$ cat config.mk
export PLATFORM = sky130hd
export DESIGN_NAME = upg_mem_loader
export DESIGN_NICKNAME = d
export VERILOG_FILES = /design/src/rtl/upg_mem_loader.sv
export SDC_FILE = /design/constraint.sdc
export NUM_CORES = 1
export LEC_CHECK = 0
export ABC_AREA = 0
export BUFFER_PORTS_ARGS = -buffer_cell sky130_fd_sc_hd__buf_2
export CAP_MARGIN = 20
export CORE_MARGIN = 2
export CORE_UTILIZATION = 35
export DETAILED_ROUTE_END_ITERATION = 16
export PLACE_DENSITY_LB_ADDON = 0.2
export SYNTH_ARGS = -nofsm -noshare
export SYNTH_HDL_FRONTEND = slang
export SYNTH_SLANG_ARGS = --single-unit
$ cat constraint.sdc
create_clock -name board_clk -period 4.6 [get_ports board_clk]
set_clock_uncertainty 0.2 [all_clocks]
set_input_delay 1.15 -clock board_clk [delete_from_list [all_inputs] [get_ports board_clk]]
set_output_delay 1.15 -clock board_clk [all_outputs]
set_load 0.1 [all_outputs]
$ cat src/rtl/upg_mem_loader.sv
// Routes the UART programming word stream to imem/dmem and sequences the CPU reset around it.
// Optional feature: define UPG_CHECKSUM_EN to build the running checksum of accepted words.
module upg_mem_loader #(
  parameter int IMEM_DEPTH = 16384,
  parameter int DMEM_DEPTH = 16384,
  parameter int RST_HOLD   = 16
) (
  input  logic        board_clk,
  input  logic        board_rst_n,
  input  logic        upg_rst_i,
  input  logic        upg_wen_i,
  input  logic [14:0] upg_adr_i,
  input  logic [31:0] upg_dat_i,
  input  logic        upg_done_i,
  output logic        imem_wen_o,
  output logic        dmem_wen_o,
  output logic [13:0] mem_adr_o,
  output logic [31:0] mem_dat_o,
  output logic        cpu_rst_o,
  output logic [14:0] load_cnt_o,
  output logic [31:0] checksum_o,
  output logic        load_err_o
);

  // state   | meaning
  // S_RUN   | CPU running, programming idle
  // S_ARMED | programming mode entered, no word received yet
  // S_LOADING | words being written to memory
  // S_DONE  | transfer complete, further writes are errors
  // S_HOLD  | CPU held in reset for RST_HOLD cycles before run
  typedef enum logic [2:0] {
    S_RUN,
    S_ARMED,
    S_LOADING,
    S_DONE,
    S_HOLD
  } state_t;

  localparam int HW = (RST_HOLD > 1) ? $clog2(RST_HOLD) : 1;
  localparam logic [HW-1:0] HOLD_RELOAD = HW'(RST_HOLD - 1);
  localparam logic [14:0]   IMEM_LIM    = 15'(IMEM_DEPTH);
  localparam logic [14:0]   DMEM_LIM    = 15'(DMEM_DEPTH);
  localparam logic [14:0]   CNT_MAX     = 15'h7FFF;

  state_t        r_state;
  logic [HW-1:0] r_hold_cnt;
  logic          r_cpu_rst;
  logic          r_imem_wen;
  logic          r_dmem_wen;
  logic [13:0]   r_mem_adr;
  logic [31:0]   r_mem_dat;
  logic [14:0]   r_load_cnt;
  logic          r_load_err;

  logic [14:0]   w_idx;
  logic          w_in_range;
  logic          w_can_write;
  logic          w_accept;
  logic          w_arm;

  assign w_idx      = {1'b0, upg_adr_i[13:0]};
  assign w_in_range = upg_adr_i[14] ? (w_idx < DMEM_LIM) : (w_idx < IMEM_LIM);

  // done outranks a write in ARMED, but a write coinciding with done in LOADING still lands
  assign w_can_write = ((r_state == S_ARMED) && !upg_rst_i && !upg_done_i) ||
                       ((r_state == S_LOADING) && !upg_rst_i);
  assign w_accept    = upg_wen_i && w_can_write && w_in_range;
  assign w_arm       = ((r_state == S_RUN) || (r_state == S_HOLD)) && !upg_rst_i;

  always_ff @(posedge board_clk or negedge board_rst_n) begin
    if (!board_rst_n) begin
      r_state    <= S_HOLD;
      r_hold_cnt <= HOLD_RELOAD;
      r_cpu_rst  <= 1'b1;
      r_imem_wen <= 1'b0;
      r_dmem_wen <= 1'b0;
      r_mem_adr  <= '0;
      r_mem_dat  <= '0;
      r_load_cnt <= '0;
      r_load_err <= 1'b0;
    end else begin
      r_imem_wen <= 1'b0;
      r_dmem_wen <= 1'b0;

      if (w_accept) begin
        r_imem_wen <= !upg_adr_i[14];
        r_dmem_wen <= upg_adr_i[14];
        r_mem_adr  <= upg_adr_i[13:0];
        r_mem_dat  <= upg_dat_i;
        if (r_load_cnt != CNT_MAX) begin
          r_load_cnt <= r_load_cnt + 15'd1;
        end
      end

      case (r_state)
        S_RUN: begin
          r_cpu_rst <= 1'b0;
          if (!upg_rst_i) begin
            r_state    <= S_ARMED;
            r_cpu_rst  <= 1'b1;
            r_load_cnt <= '0;
            r_load_err <= 1'b0;
          end
        end

        S_ARMED: begin
          r_cpu_rst <= 1'b1;
          if (upg_rst_i) begin
            r_state    <= S_HOLD;
            r_hold_cnt <= HOLD_RELOAD;
          end else if (upg_done_i) begin
            r_state <= S_DONE;
            if (upg_wen_i) begin
              r_load_err <= 1'b1;
            end
          end else if (upg_wen_i) begin
            r_state <= S_LOADING;
            if (!w_in_range) begin
              r_load_err <= 1'b1;
            end
          end
        end

        S_LOADING: begin
          r_cpu_rst <= 1'b1;
          if (upg_rst_i) begin
            r_state    <= S_HOLD;
            r_hold_cnt <= HOLD_RELOAD;
            r_load_err <= 1'b1;
          end else begin
            if (upg_wen_i && !w_in_range) begin
              r_load_err <= 1'b1;
            end
            if (upg_done_i) begin
              r_state <= S_DONE;
            end
          end
        end

        S_DONE: begin
          r_cpu_rst <= 1'b1;
          if (upg_rst_i) begin
            r_state    <= S_HOLD;
            r_hold_cnt <= HOLD_RELOAD;
          end else if (upg_wen_i) begin
            r_load_err <= 1'b1;
          end
        end

        S_HOLD: begin
          r_cpu_rst <= 1'b1;
          if (!upg_rst_i) begin
            r_state    <= S_ARMED;
            r_load_cnt <= '0;
            r_load_err <= 1'b0;
          end else if (r_hold_cnt == '0) begin
            r_state   <= S_RUN;
            r_cpu_rst <= 1'b0;
          end else begin
            r_hold_cnt <= r_hold_cnt - 1'b1;
          end
        end

        default: begin
          r_state    <= S_HOLD;
          r_hold_cnt <= HOLD_RELOAD;
          r_cpu_rst  <= 1'b1;
        end
      endcase
    end
  end

`ifdef UPG_CHECKSUM_EN
  logic [31:0] r_checksum;

  always_ff @(posedge board_clk or negedge board_rst_n) begin
    if (!board_rst_n) begin
      r_checksum <= '0;
    end else if (w_arm) begin
      r_checksum <= '0;
    end else if (w_accept) begin
      r_checksum <= r_checksum + upg_dat_i;
    end
  end

  assign checksum_o = r_checksum;
`else
  logic w_unused_arm;
  assign w_unused_arm = w_arm;
  assign checksum_o   = '0;
`endif

  assign imem_wen_o = r_imem_wen;
  assign dmem_wen_o = r_dmem_wen;
  assign mem_adr_o  = r_mem_adr;
  assign mem_dat_o  = r_mem_dat;
  assign cpu_rst_o  = r_cpu_rst;
  assign load_cnt_o = r_load_cnt;
  assign load_err_o = r_load_err;

endmodule

==> impl_metrics.tcl, run 1 <==
set metrics [dict create \
    synthToLayoutAreaGrowth_pct 22.73 \
    ios 149 \
    endpoint_kind "flop" \
    grt_overflow 0 \
    nets 456 \
    drtPass1Iterations 4 \
    track_usage 0.1462 \
    start_util 0.3558 \
    synth.top_cell.area_share 0.4816 \
    cts_buffers 9 \
    grt_max_degree 55 \
    postCtsSetupRepairBufs 0 \
    r2r_end "mem_dat_o[3]" \
    reg2reg_from "r_state[0]" \
    die_h_um 103.0 \
    cp_cell_sequence "buf_2 -> nor3b_4 -> o21ai_4 -> buf_4 -> mux2_2" \
    hpwl_um 5196 \
    detail_route.wl_per_cell_um 13.51 \
    cts_tree "done" \
    synth_seq_cells 72 \
    cts_hold_buf 0 \
    root_buffer "clkbuf_8" \
    synth_enable_flop_cells 0 \
    slew_violations 0 \
    async_flop_share 1.000 \
    worst_slew_pin_slew_ps 946.6 \
    start_kind "primary input" \
    outcome "finished clean" \
    avgSynthCellArea_sq_um 12.12 \
    dieArea_sq_um 10610 \
    htreeDepth 3 \
    wirelength_um 7268 \
    place_congestion 0.7137 \
    cts_sinks 72 \
    antennaDiodeCount 0 \
    antenna_found_initial 0 \
    yosysUniqueCellTypes 48 \
    postSynthCellCount 283 \
    clk-insertion-delay-late_ps 350 \
    hold_viol_final 0 \
    ant_nets 0 \
    num_rows 36 \
    max_clock_freq_mhz 337.8 \
    reg2reg_slack_ps 1920 \
    yosysSeqAreaShare 0.5275 \
    cp_max_fo 34 \
    yosysWarnings 0 \
    design.core.area_sq_um 9639 \
    clk_pin_slew_worst_paths_ps 80 \
    hold_end "mem_dat_o[16]" \
    hold_path.startpoint "mem_dat_o[16]" \
    grt_pass1_wl_um 11900 \
    worstSetupPathType "in -> reg" \
    drt_iter0_drc 105 \
    setup_tns_ps 0 \
    layout-drive-gt1-share 0.4864 \
    cpMaxStageDelayCell "o21ai_4" \
    worstPathArrival_ps 2990 \
    period_minus_slack_ps 2960 \
    grt_pass1_vias 2418 \
    critical_path_required_ps 4630 \
    io_buffers 116 \
    vias 2499 \
    cts.repair.resized 0 \
    holdPathStages 1 \
    relSlewSlack 0.3665 \
    fin_crit_sh 0.6435 \
    crit_family "compound AO/OA/AOI/OAI gates" \
    path_buf_inv 2 \
    cts_buffer_depth 2 \
    die_w_um 103.0 \
    synth_top_flop_cell "dfrtp_1" \
    worst_r2r_path_depth 4 \
    syn_area_sq_um 3430 \
    synthTopCellsByArea "dfrtp_1, mux2_2, buf_4" \
    setup_viol 0 \
    rsz0062_at_grt "no" \
    yosysTopAreaCell "dfrtp_1" \
    vias_per_cell 4.645 \
    drcViolationCount 0 \
    timing.max_cap.violations 0 \
    min_path_type "reg -> reg" \
    cpPeakStageDelay_ps 760 \
]
-- per-layer routing --
layer	track usage	up-vias	wire length (um)
li1	-	1191	-
met1	0.1891	1199	3112
met2	0.2133	99	3342
met3	0.05966	10	675
met4	0.06984	0	138
met5	0	-	0
-- state kept, by name, summed over array words and instances, names as in the netlist --
signal,count
load_err_o,1
r_state,3
dmem_wen_o,1
load_cnt_o,15
mem_adr_o,14
imem_wen_o,1
mem_dat_o,32
r_hold_cnt,4
cpu_rst_o,1
-- Yosys cell counts (all sizes together) (3+ instances only) --
cell / count
o21a: 3
a21oi: 14
nor3b: 3
nand4: 4
o31ai: 4
inv: 7
buf: 42
o21ai: 6
nor4: 3
nand2: 10
dfrtp: 66
nor3: 6
mux2: 47
nor2: 12
nand3: 10
or4: 5
ha: 3
mux2i: 4
dfstp: 6
-- cell type report --
type / instances / area [sq um]
fillers: 987 / 5430
flip-flops and latches: 72 / 1809
multi-input cells: 192 / 1410
repair buffers: 119 / 603.1
well taps: 133 / 166.4
clock buffers: 10 / 137.6
clock inverters: 5 / 56.30
inverters: 7 / 26.28
-- layout by cell type (no fill, tap or decap), types with 2 or more instances in the layout --
master and instances:
inv_1 7, and4_1 2, nor2_1 11, dfstp_2 6, a21oi_1 14, o22a_1 2, buf_4 3, nand4_1 4
nor3b_4 2, dfrtp_1 66, o21a_1 3, or3_1 2, nor4_1 3, clkinv_2 2, a41oi_1 2, buf_2 116
nand2_1 10, conb_1 32, o31ai_1 4, or4_1 5, mux2_2 47, o21ai_0 5, nand3_1 10, mux2i_1 4
ha_1 3, nor3_1 6, clkbuf_8 10
-- worst max path at each step --
stage	from	to	slack (ps)	cells past startpoint
floorplan	upg_wen_i	load_cnt_o[9]	2040	4
global placement	upg_done_i	mem_dat_o[14]	1260	5
detailed placement	upg_done_i	mem_dat_o[18]	1210	5
CTS	upg_done_i	mem_dat_o[3]	1590	5
global route	upg_done_i	mem_dat_o[3]	1490	5
finish	upg_done_i	mem_dat_o[3]	1640	5
-- through the flow --
| step | cell area [sq um] | utilization | cells | setup WS (ps) | hold WS (ps) |
|---|---|---|---|---|---|
| 6_report | 4209 | 0.4367 | 538 | 1640 | 300.2 |
| 5_1_grt | 4209 | 0.4367 | 538 | 1489 | 322.6 |
| 4_1_cts | 4209 | 0.4367 | 538 | 1587 | 306.3 |
| 3_5_place_dp | 4015 | 0.4165 | 523 | 1211 | 287.6 |
| 3_3_place_gp | 4015 | 0.4165 | 523 | 1257 | 284.0 |
| 2_1_floorplan | 3546 | - | 314 | 2043 | 329.5 |
-- cells by family after synthesis --
group                    synth area share
flip-flops                         0.5275
buffers and inverters             0.09741
adder cells (fa/ha/maj)           0.01095
AND/OR/NAND/NOR                    0.1087
multiplexers                       0.1660
AO/OA/AOI/OAI                     0.08830
other                            0.001093
Power of run 1 is not shown: default switching activity piles up to over one toggle a cycle in this logic, so the estimate is an artifact.
==> inputs of run 2 (changes only) <==
- ABC_AREA: 0 -> 1
- clock period: 4.6 -> 3.05 ns (I/O delays scaled with it)
==> run 2 against run 1 <==
Against the previous run:
- die area grew 6.0%
- synthesized area grew 6.2%
- wire length grew 15%
- first-iteration DRC count grew 19%
- via count grew 23%
- clock-buffer cell count is the same
- cell count grew 31%
- critical path type is now reg -> out
- largest cell class unchanged
==> impl_metrics.tcl, run 2 <==
set metrics [dict create \
    cts_buffers 9 \
    path_buf_inv 1 \
    vias_per_cell 4.354 \
    detail_route.wl_per_cell_um 11.85 \
    clk-insertion-delay-late_ps 340 \
    mostFrequentLayoutCells "nand2_1, buf_2, dfrtp_1" \
    synth_enable_flop_cells 0 \
    place_ws_ps 633.5 \
    dieArea_sq_um 11240 \
    cp_cell_sequence "buf_2" \
    relSlewSlack 0.5950 \
    crit_family "flip-flops" \
    async_flop_share 1.000 \
    num_rows 37 \
    reg2reg_slack_ps 1000 \
    postSynthCellCount 449 \
    rsz0062_at_grt "no" \
    worst_r2r_path_depth 9 \
    timing.max_cap.violations 0 \
    outcome "finished clean" \
    yosysWarnings 0 \
    reg2reg_from "load_cnt_o[0]" \
    io_buffers 116 \
    timing.hold.ws_ps 192.4 \
    grt_pass1_vias 2948 \
    grt_max_degree 56 \
    syn_area_sq_um 3643 \
    wirelength_um 8364 \
    cts_hold_buf 0 \
    drcViolationCount 0 \
    fin_crit_sh 0.7432 \
    layout-drive-gt1-share 0.2912 \
    vias 3074 \
    antennaDiodeCount 0 \
    yosysSeqAreaShare 0.4966 \
    die_h_um 106.0 \
    cts.repair.resized 0 \
    cpPeakStageDelay_ps 480 \
    ant_nets 0 \
    postCtsSetupRepairBufs 0 \
    drtPass1Iterations 6 \
    nets 620 \
    ios 149 \
    r2r_end "load_cnt_o[5]" \
    cts_tree "done" \
    cts_buffer_depth 2 \
    fin_util 0.4346 \
    synth_commonest_cells "nand2_1, dfrtp_1, buf_4, nor2_1, inv_1" \
    endpoint_kind "output port" \
    synth_top_flop_cell "dfrtp_1" \
    cpMaxStageDelayCell "dfrtp_1" \
    fin_ws_ps 783.2 \
    start_kind "flop" \
    worst_slew_pin_slew_ps 607.5 \
    min_path_type "in -> async" \
    avgSynthCellArea_sq_um 8.115 \
    synthTopCellsByArea "dfrtp_1, nand2_1, buf_4" \
    design.core.area_sq_um 10230 \
    cp_max_fo 7 \
    num-fill-cells 1068 \
    start_util 0.3561 \
    root_buffer "clkbuf_8" \
    cts_sinks 72 \
    yosysMostFrequentCell "nand2_1" \
    grt_overflow 0 \
    track_usage 0.1531 \
    setup_tns_ps 0 \
    hold_viol_final 0 \
    hpwl_um 5924 \
    largest_register_ffs 32 \
    max_clock_freq_mhz 441.1 \
    synth_seq_cells 72 \
    synth.top_cell.area_share 0.4533 \
    worstPathArrival_ps 1300 \
    antenna_found_initial 0 \
    period_minus_slack_ps 2267 \
    critical_path_required_ps 2090 \
    synthToLayoutAreaGrowth_pct 22.05 \
    setup_viol 0 \
    yosysUniqueCellTypes 30 \
    worstSetupPathType "reg -> out" \
    htreeDepth 3 \
    die_w_um 106.0 \
    place_congestion 0.8576 \
    final_common_cell "nand2_1" \
    grt_pass1_wl_um 13730 \
    slew_violations 0 \
    clk_pin_slew_worst_paths_ps 80 \
    drt_iter0_drc 125 \
    yosysTopAreaCell "dfrtp_1" \
]
[run 2: worst reg2reg max path, stage by stage (launching register included)]
cell and delay (ps):
dfrtp_1 480, ha_1 240, nand2_2 90, nor2_4 160
nand2_2 100, inv_2 80, nand3_2 280, nand2_1 190
nand2_2 60, a21oi_2 100
[run 2: cell type report]
cell class                      instances  area, sq um  area share
Multi-Input combinational cell        331         1479      0.3326
Inverter                               30        112.6     0.02532
Clock buffer                           10        127.6     0.02870
Timing Repair Buffer                  121        633.1      0.1424
Tap cell                              136        170.2     0.03827
Clock inverter                          6        115.1     0.02589
Sequential cell                        72         1809      0.4069
[run 2: kinds of logic after synthesis]
logic type,Yosys count,share of synthesized area
and+or+nand+nor,271,0.3142
adders and majority gates,3,0.01030
xor gates and xnor gates,7,0.01683
other,1,0.001029
DFF,72,0.4966
AOI/OAI and AO/OA,18,0.03159
buffers and inverters,77,0.1295
[run 2: metal layers]
| layer | share of wire | GRT usage |
|---|---|---|
| met4 | 0.013 | 0.06015 |
| met3 | 0.049 | 0.02943 |
| met2 | 0.49 | 0.2562 |
| met5 | 0 | 0 |
| met1 | 0.44 | 0.1956 |
[run 2: how the worst max path moves through the flow]
| stage | cells after the start | slack (ps) | start | endpoint |
|---|---|---|---|---|
| 2_1_floorplan | 10 | 620 | load_cnt_o[0] | load_cnt_o[2] |
| 3_3_place_gp | 10 | 660 | upg_rst_i | load_cnt_o[1] |
| 3_5_place_dp | 10 | 630 | upg_rst_i | load_cnt_o[8] |
| 4_1_cts | 1 | 750 | load_cnt_o[0] | load_cnt_o[0] |
| 5_1_grt | 1 | 700 | load_cnt_o[0] | load_cnt_o[0] |
| 6_report | 1 | 780 | load_cnt_o[0] | load_cnt_o[0] |
[run 2: stage by stage]
stage	std cells	instance area [sq um]
final	706	4447
after global routing	706	4447
after CTS	706	4447
after detailed placement	690	4204
after global placement	690	4204
after floorplan	480	3760
Power of run 2 is left out for the same reason.
